==> config.mk <==
export PLATFORM = sky130hd
export DESIGN_NAME = load_align_unit
export DESIGN_NICKNAME = d
export VERILOG_FILES = /design/src/rtl/load_align_unit.sv
export SDC_FILE = /design/constraint.sdc
export NUM_CORES = 1
export LEC_CHECK = 0
export CAP_MARGIN = 10
export CORE_ASPECT_RATIO = 0.75
export CORE_MARGIN = 3
export CORE_UTILIZATION = 40
export CTS_CLUSTER_DIAMETER = 40
export DETAILED_ROUTE_END_ITERATION = 12
export HOLD_SLACK_MARGIN = 0.02
export PLACE_DENSITY = 0.72
export SYNTH_ARGS = -nofsm -noshare
export SYNTH_HDL_FRONTEND = slang
export SYNTH_SLANG_ARGS = --single-unit
==> constraint.sdc <==
create_clock -name clk -period 3.9 [get_ports clk]
set_clock_uncertainty 0.15 [all_clocks]
set_input_delay 0.39 -clock clk [delete_from_list [all_inputs] [get_ports clk]]
set_output_delay 0.39 -clock clk [all_outputs]
set_load 0.02 [all_outputs]
==> src/rtl/load_align_unit.sv <==
// load_align_unit: accepts one load at a time from the MEM stage.
// It issues a word-aligned memory read and waits for the variable-latency response.
// It then extracts and extends the addressed byte, half or word for writeback.
// Misaligned or illegal loads and response timeouts are reported as one-cycle pulses.
module load_align_unit #(
    parameter int ADDR_W  = 32,
    parameter int TIMEOUT = 255
) (
    input  logic              clk,
    input  logic              rst_n,
    input  logic              ld_valid,
    output logic              ld_ready,
    input  logic [ADDR_W-1:0] ld_addr,
    input  logic [2:0]        ld_funct3,
    input  logic [4:0]        ld_rd,
    output logic              mem_req,
    output logic [ADDR_W-1:0] mem_addr,
    input  logic              mem_gnt,
    input  logic              mem_rvalid,
    input  logic [31:0]       mem_rdata,
    output logic              wb_valid,
    output logic [31:0]       wb_data,
    output logic [4:0]        wb_rd,
    output logic              stall,
    output logic              exc_misaligned,
    output logic              exc_fault
);

    typedef enum logic [2:0] {
        S_IDLE,
        S_ERR,
        S_REQ,
        S_WAIT,
        S_RESP
    } state_t;

    // Counter value of the last WAIT cycle before the response is declared lost.
    localparam logic [7:0] LAST_COUNT = 8'(TIMEOUT - 1);

    state_t            state_q, state_d;
    logic [ADDR_W-1:0] addr_q, addr_d;
    logic [2:0]        funct3_q, funct3_d;
    logic [4:0]        rd_q, rd_d;
    logic [7:0]        count_q, count_d;
    logic [31:0]       data_q, data_d;
    logic [4:0]        wb_rd_q, wb_rd_d;

    logic        req_legal;
    logic [1:0]  off;
    logic [1:0]  off_hi;
    logic [7:0]  lane [4];
    logic [7:0]  byte_sel;
    logic [15:0] half_sel;
    logic [31:0] load_result;

    // Split the response word into byte lanes so extraction is a lane select.
    genvar gi;
    generate
        for (gi = 0; gi < 4; gi++) begin : g_lane
            assign lane[gi] = mem_rdata[8*gi +: 8];
        end
    endgenerate

    assign off      = addr_q[1:0];
    // The wrap at off==3 is unreachable for halfwords because such loads are rejected.
    assign off_hi   = off + 2'd1;
    assign byte_sel = lane[off];
    assign half_sel = {lane[off_hi], lane[off]};

    assign mem_addr = {addr_q[ADDR_W-1:2], 2'b00};
    assign wb_data  = data_q;
    assign wb_rd    = wb_rd_q;

    // Classify the incoming request: legal width/offset combinations only.
    always_comb begin
        req_legal = 1'b0;
        case (ld_funct3)
            3'b000, 3'b100: req_legal = 1'b1;
            3'b001, 3'b101: req_legal = (ld_addr[1:0] != 2'b11);
            3'b010:         req_legal = (ld_addr[1:0] == 2'b00);
            default:        req_legal = 1'b0;
        endcase
    end

    // Select and sign/zero-extend the addressed field of the response word.
    always_comb begin
        load_result = mem_rdata;
        case (funct3_q)
            3'b000:  load_result = {{24{byte_sel[7]}}, byte_sel};
            3'b100:  load_result = {24'd0, byte_sel};
            3'b001:  load_result = {{16{half_sel[15]}}, half_sel};
            3'b101:  load_result = {16'd0, half_sel};
            default: load_result = mem_rdata;
        endcase
    end

    // Next-state and output logic of the load sequencer.
    always_comb begin
        state_d        = state_q;
        addr_d         = addr_q;
        funct3_d       = funct3_q;
        rd_d           = rd_q;
        count_d        = count_q;
        data_d         = data_q;
        wb_rd_d        = wb_rd_q;
        ld_ready       = 1'b0;
        mem_req        = 1'b0;
        wb_valid       = 1'b0;
        stall          = 1'b0;
        exc_misaligned = 1'b0;
        exc_fault      = 1'b0;
        case (state_q)
            S_IDLE: begin
                ld_ready = 1'b1;
                stall    = ld_valid;
                if (ld_valid) begin
                    addr_d   = ld_addr;
                    funct3_d = ld_funct3;
                    rd_d     = ld_rd;
                    state_d  = req_legal ? S_REQ : S_ERR;
                end
            end
            S_ERR: begin
                exc_misaligned = 1'b1;
                stall          = 1'b1;
                state_d        = S_IDLE;
            end
            S_REQ: begin
                mem_req = 1'b1;
                stall   = 1'b1;
                if (mem_gnt) begin
                    count_d = 8'd0;
                    state_d = S_WAIT;
                end
            end
            S_WAIT: begin
                stall   = 1'b1;
                count_d = count_q + 8'd1;
                // Data arriving on the terminal count takes priority over the fault.
                if (mem_rvalid) begin
                    data_d  = load_result;
                    wb_rd_d = rd_q;
                    state_d = S_RESP;
                end else if (count_q == LAST_COUNT) begin
                    exc_fault = 1'b1;
                    state_d   = S_IDLE;
                end
            end
            S_RESP: begin
                wb_valid = 1'b1;
                state_d  = S_IDLE;
            end
            default: begin
                state_d = S_IDLE;
            end
        endcase
    end

    // State and datapath registers; reset aborts any outstanding load.
    always_ff @(posedge clk) begin
        if (!rst_n) begin
            state_q  <= S_IDLE;
            addr_q   <= '0;
            funct3_q <= 3'd0;
            rd_q     <= 5'd0;
            count_q  <= 8'd0;
            data_q   <= 32'd0;
            wb_rd_q  <= 5'd0;
        end else begin
            state_q  <= state_d;
            addr_q   <= addr_d;
            funct3_q <= funct3_d;
            rd_q     <= rd_d;
            count_q  <= count_d;
            data_q   <= data_d;
            wb_rd_q  <= wb_rd_d;
        end
    end

endmodule

==> flow_summary.toml, run 1 <==
[synthesis]
seq_area_frac_synth_pct = 41.0
ys_top_cells_by_count = "nand2_1 (121), dfxtp_1 (88), a21oi_1 (76), buf_4 (41), nor2_1 (24)"
yosys.area.top_type = "dfxtp_1"
synth.most_common_cell = "nand2_1"
avgSynthCellArea_sq_um = 7.97
netlist_area_sq_um = 4300
synth_edf_count = 0
synth_cell_type_count = 54
yosysWarningCount = 0
ys.flop_type = "dfxtp_1"
ys_ff_latch = 88
synth_top_cells_by_area = "dfxtp_1 (41%), nand2_1 (11%), a21oi_1 (8.9%), buf_4 (7.2%), mux2i_1 (4.2%)"
syn_inst = 539
synth_top_area_share_pct = 41.0
synthArstFlopShare_pct = 0

[grt]
grt_max_degree = 41
grt_pass1_wl_mm = 19.9
grtUsageTotal_pct = 20.3
gr-total-overflow = 0
grt_pass1_vias = 4035
antenna_found_initial = 0

[worst_setup_path]
cp_cell_sequence = "and4_1 > nand4_1 > nor3_1 > clkdlybuf4s50_1"
worstPathRequired_ns = 3.36
cp_max_fo = 8
arrival_ns = 2.08
cp_slowest_cell = "clkdlybuf4s50_1"
max_stage_delay_ns = 0.66
critPathBufInv = 1
worst_setup_path_end_kind = "output pin"
critical_path_class = "flip-flop to output pin"
cp_top_family = "buffers and inverters"
cp-start-kind = "flip-flop"

[power]
p_sw_share_pct = 24.3
internal-power_mw = 1.84
power.switching_mw = 0.589
pwr-share-comb_pct = 16.6
power.total_mw = 2.43
clkPwrFrac_pct = 43.2
p_per_area_nw_per_um2 = 410
peakVddDrop_mv = 0.262
p_leak_nw = 2.11
pwr-share-seq_pct = 40.2

[die]
start_util_pct = 41.4
die_area_sq_um = 12000
fp.dieW_um = 126
die_h_um = 95.8
core_sq_um = 10400
rows = 32
io_pins = 152

[timing]
final-setup-viol-count = 0
tightestPinTransition_ns = 0.642
relSlewSlack_pct = 57.2
rsz0062_at_grt = "no"
fmax_ghz = 0.382
period_needed_ns = 2.62
tns_ns = 0
drv_slew = 0
fin_crit_sh_pct = 67.1
timing_hold_violations_final = 0

[finish]
syn2layout_area_growth_pct = 37.7
drive_gt1_share_pct = 6.74
num_antenna_cells = 0
finalInstanceArea_sq_um = 5920
n_fill_cell = 955
nets = 713
post-route-util_pct = 57.1

[clock_tree]
insertion_delay_ns = 0.34
cts_max_level = 3
cts_setup_buffers = 0
clockBufferDepth = 2
clkTransAtPathRegs_ns = 0.06
cts_buffers = 9
clockRootBuffer = "clkbuf_16"
holdBufCountCts = 0
clock_sinks = 88
cts-resized-gates = 0
cts_tree = "done"

[route]
routed_via_density = 5.30
vias = 4100
wirelength_mm = 12.5
firstDrtPassIters = 5
drc = 0
drt_iter0_drc = 258
wl_per_cell_um = 16.1
drtAntennaViolNets = 0

[flow_run]
max_cap_violations = 0

[place]
gp_congestion = 0.867
hpwlAfterDp_mm = 9.16
placed_area_sq_um = 5550
port-buffer-count = 149

[status]
status = "finished, final reports clean"

[hold_path]
min_path_type = "flip-flop to flip-flop"
[final timing paths]
kind	startpoint	end	slack, ns	depth (start not counted)
max reg2reg	state_q[0]$_SDFFE_PN0P_	wb_data[22]$_SDFFE_PN0P_	1.48	4
min	addr_q[22]$_SDFFE_PN0P_	addr_q[22]$_SDFFE_PN0P_	0.31	2
min reg2reg	addr_q[22]$_SDFFE_PN0P_	addr_q[22]$_SDFFE_PN0P_	0.31	2
max	count_q[2]$_SDFFE_PN0P_	exc_fault	1.28	4
[per-stage QoR]
step | hold slack, ns | worst slack [ns] | std cells
after floorplan | 0.282 | 2.12 | 540
after global placement | 0.286 | 1.49 | 759
after detailed placement | 0.296 | 1.44 | 759
after CTS | 0.304 | 1.25 | 774
after global routing | 0.325 | 1.12 | 774
final | 0.306 | 1.28 | 774
[cells by family after synthesis]
logic type,share of synthesized area [%]
DFF,41.0
and+or+nand+nor,22.6
adders and majority gates,0.582
other,0.0873
AOI/OAI and AO/OA,19.4
xor gates and xnor gates,0.204
muxes,4.98
buffers and inverters,11.2
[per-layer routing]
layer | vias to the layer above | part of all wire (%) | GRT usage [%] | routed length [um]
met2 | 147 | 49 | 35.5 | 6170
met4 | 0 | 1.8 | 6.14 | 230
met5 | - | 0 | 0 | 0
met3 | 21 | 6.1 | 4.94 | 758
li1 | 1999 | - | - | -
met1 | 1933 | 43 | 25.1 | 5310
[final cells by class]
class	instances	area, sq um	area share, %
repair buffers	156	1540	26.1
inverters	4	15.0	0.254
clock buffers	10	239	4.04
flip-flops and latches	88	1760	29.8
well taps	136	170	2.88
clock inverters	5	129	2.18
multi-input cells	375	2060	34.8
[placed cells by master (no fill, tap or decap), drive strengths merged, types with 8 or more instances in the layout]
master and instances:
nand2 122, nand2b 12, nand3 11, nor2 24, clkbuf 10, a21oi 87
clkdlybuf4s50 149, dfxtp 88, o22ai 8, mux2i 18, o21ai 27, nor3 14
[power by group through the flow]
stage                     Sequential [mW]  Combinational (mW)  Clock (mW)
after floorplan                     0.978               0.270           0
after global placement              0.993               0.395           0
after detailed placement            0.996               0.404           0
after CTS                           0.976               0.407        1.07
after global routing                0.982               0.439        1.10
final                               0.976               0.404        1.05
[flip-flops by register name, summed over array words and instances, names as in the netlist]
name,count
wb_rd,5
funct3_q,3
count_q,8
wb_data,32
state_q,3
addr_q,32
rd_q,5
[worst min-delay path, cell delays in order (launching register included)]
cell and delay, ns:
dfxtp_1 0.31, nand2_1 0.05, a21oi_1 0.05
Note: power is estimated with default switching activity, not from simulation.
==> run 2: changes to the inputs <==
- clock period: 3.9 -> 2.75 ns (I/O delays scaled with it)
==> flow_summary.toml, run 2 (synthesis gave the netlist of run 1 again) <==
[finish]
n_fill_cell = 916
multi_input_comb_area_sq_um = 2060
post-route-util_pct = 56.7
finalInstanceArea_sq_um = 5880
regArea_sq_um = 1760
final_cells = 780
num_antenna_cells = 0
drive_gt1_share_pct = 7.30
mostFrequentLayoutCell = "clkdlybuf4s50_1"
syn2layout_area_growth_pct = 36.8
nets = 718
mostFrequentLayoutCells = "clkdlybuf4s50_1 (149), nand2_1 (121), dfxtp_1 (88)"

[route]
vias = 4094
drtAntennaViolNets = 0
firstDrtPassIters = 7
wirelength_mm = 12.4
drc = 0
drt_iter0_drc = 309
wl_per_cell_um = 15.9
routed_via_density = 5.25

[timing]
fin_ws_ns = 0.231
final-setup-viol-count = 0
rsz0062_at_grt = "no"
tightestPinTransition_ns = 0.628
tns_ns = 0
fin_hold_ws_ns = 0.298
fmax_ghz = 0.397
timing_hold_violations_final = 0
fin_crit_sh_pct = 91.6
relSlewSlack_pct = 58.0
period_needed_ns = 2.52
drv_slew = 0

[worst_setup_path]
cp_cell_sequence = "nand3b_4 > nor3_1 > clkdlybuf4s50_1"
critPathBufInv = 1
worst_setup_path_end_kind = "output pin"
worstPathRequired_ns = 2.33
critical_path_class = "flip-flop to output pin"
cp_slowest_cell = "clkdlybuf4s50_1"
cp_max_fo = 12
max_stage_delay_ns = 0.67
cp-start-kind = "flip-flop"
arrival_ns = 2.09
cp_top_family = "buffers and inverters"

[grt]
grt_max_degree = 39
grtUsageTotal_pct = 20.2
grt_pass1_wl_mm = 19.6
antenna_found_initial = 0
grt_pass1_vias = 3863
gr-total-overflow = 0

[power]
power.total_mw = 3.17
peakVddDrop_mv = 0.274
p_per_area_nw_per_um2 = 540
p_leak_nw = 2.09

[place]
dp_cells = 764
dpl_worst_slack_ns = 0.590
placed_area_sq_um = 5590
gp_congestion = 0.863
hpwlAfterDp_mm = 9.11
port-buffer-count = 149

[clock_tree]
cts_tree = "done"
holdBufCountCts = 0
clock_sinks = 88
cts_max_level = 3
cts_buffers = 9
clkTransAtPathRegs_ns = 0.06
cts_setup_buffers = 0
clockBufferDepth = 2
clockRootBuffer = "clkbuf_16"
insertion_delay_ns = 0.34
cts-resized-gates = 0

[die]
die_area_sq_um = 12000
die_h_um = 95.8
start_util_pct = 41.4
core_sq_um = 10400
fp.dieW_um = 126
rows = 32
io_pins = 152

[hold_path]
min_path_type = "flip-flop to flip-flop"

[status]
status = "finished, final reports clean"

[flow_run]
max_cap_violations = 0
## run 2: metal layers
| metal | track usage, % | share of wire, % | vias up |
|---|---|---|---|
| met5 | 0 | 0 | - |
| li1 | - | - | 2014 |
| met3 | 4.27 | 5.8 | 17 |
| met1 | 26.8 | 45 | 1934 |
| met4 | 7.13 | 1.8 | 0 |
| met2 | 33.0 | 47 | 129 |
## run 2: cell type report
type	instances	share of cell area [%]
multi-input combinational	375	35.0
tap	136	2.89
timing repair buffer	161	26.9
inverter	4	0.255
sequential	88	30.0
clock inverter	5	0.979
clock buffer	11	3.96
## run 2: power breakdown
group / leakage, nW / switching, mW / internal, mW
clock: 0.132 / 0.505 / 0.703
combinational: 1.24 / 0.307 / 0.285
sequential: 0.716 / 0.0445 / 1.33
## run 2: path summary, 6_finish.rpt
kind / depth (start not counted) / endpoint / slack, ns / startpoint
hold / removal: 2 / wb_rd[0]$_SDFFE_PN0P_ / 0.30 / rd_q[0]$_SDFFE_PN0P_
hold reg to reg: 2 / wb_rd[0]$_SDFFE_PN0P_ / 0.30 / rd_q[0]$_SDFFE_PN0P_
setup reg to reg: 4 / wb_data[21]$_SDFFE_PN0P_ / 0.62 / state_q[0]$_SDFFE_PN0P_
setup / recovery: 3 / exc_fault / 0.23 / state_q[0]$_SDFFE_PN0P_
## run 2: worst reg2reg max path, delay by kind of cell (launching register included)
family / cells / cell delay [ns]
and+or+nand+nor: 2 / 0.56
AOI/OAI and AO/OA: 2 / 0.66
DFF: 1 / 0.63
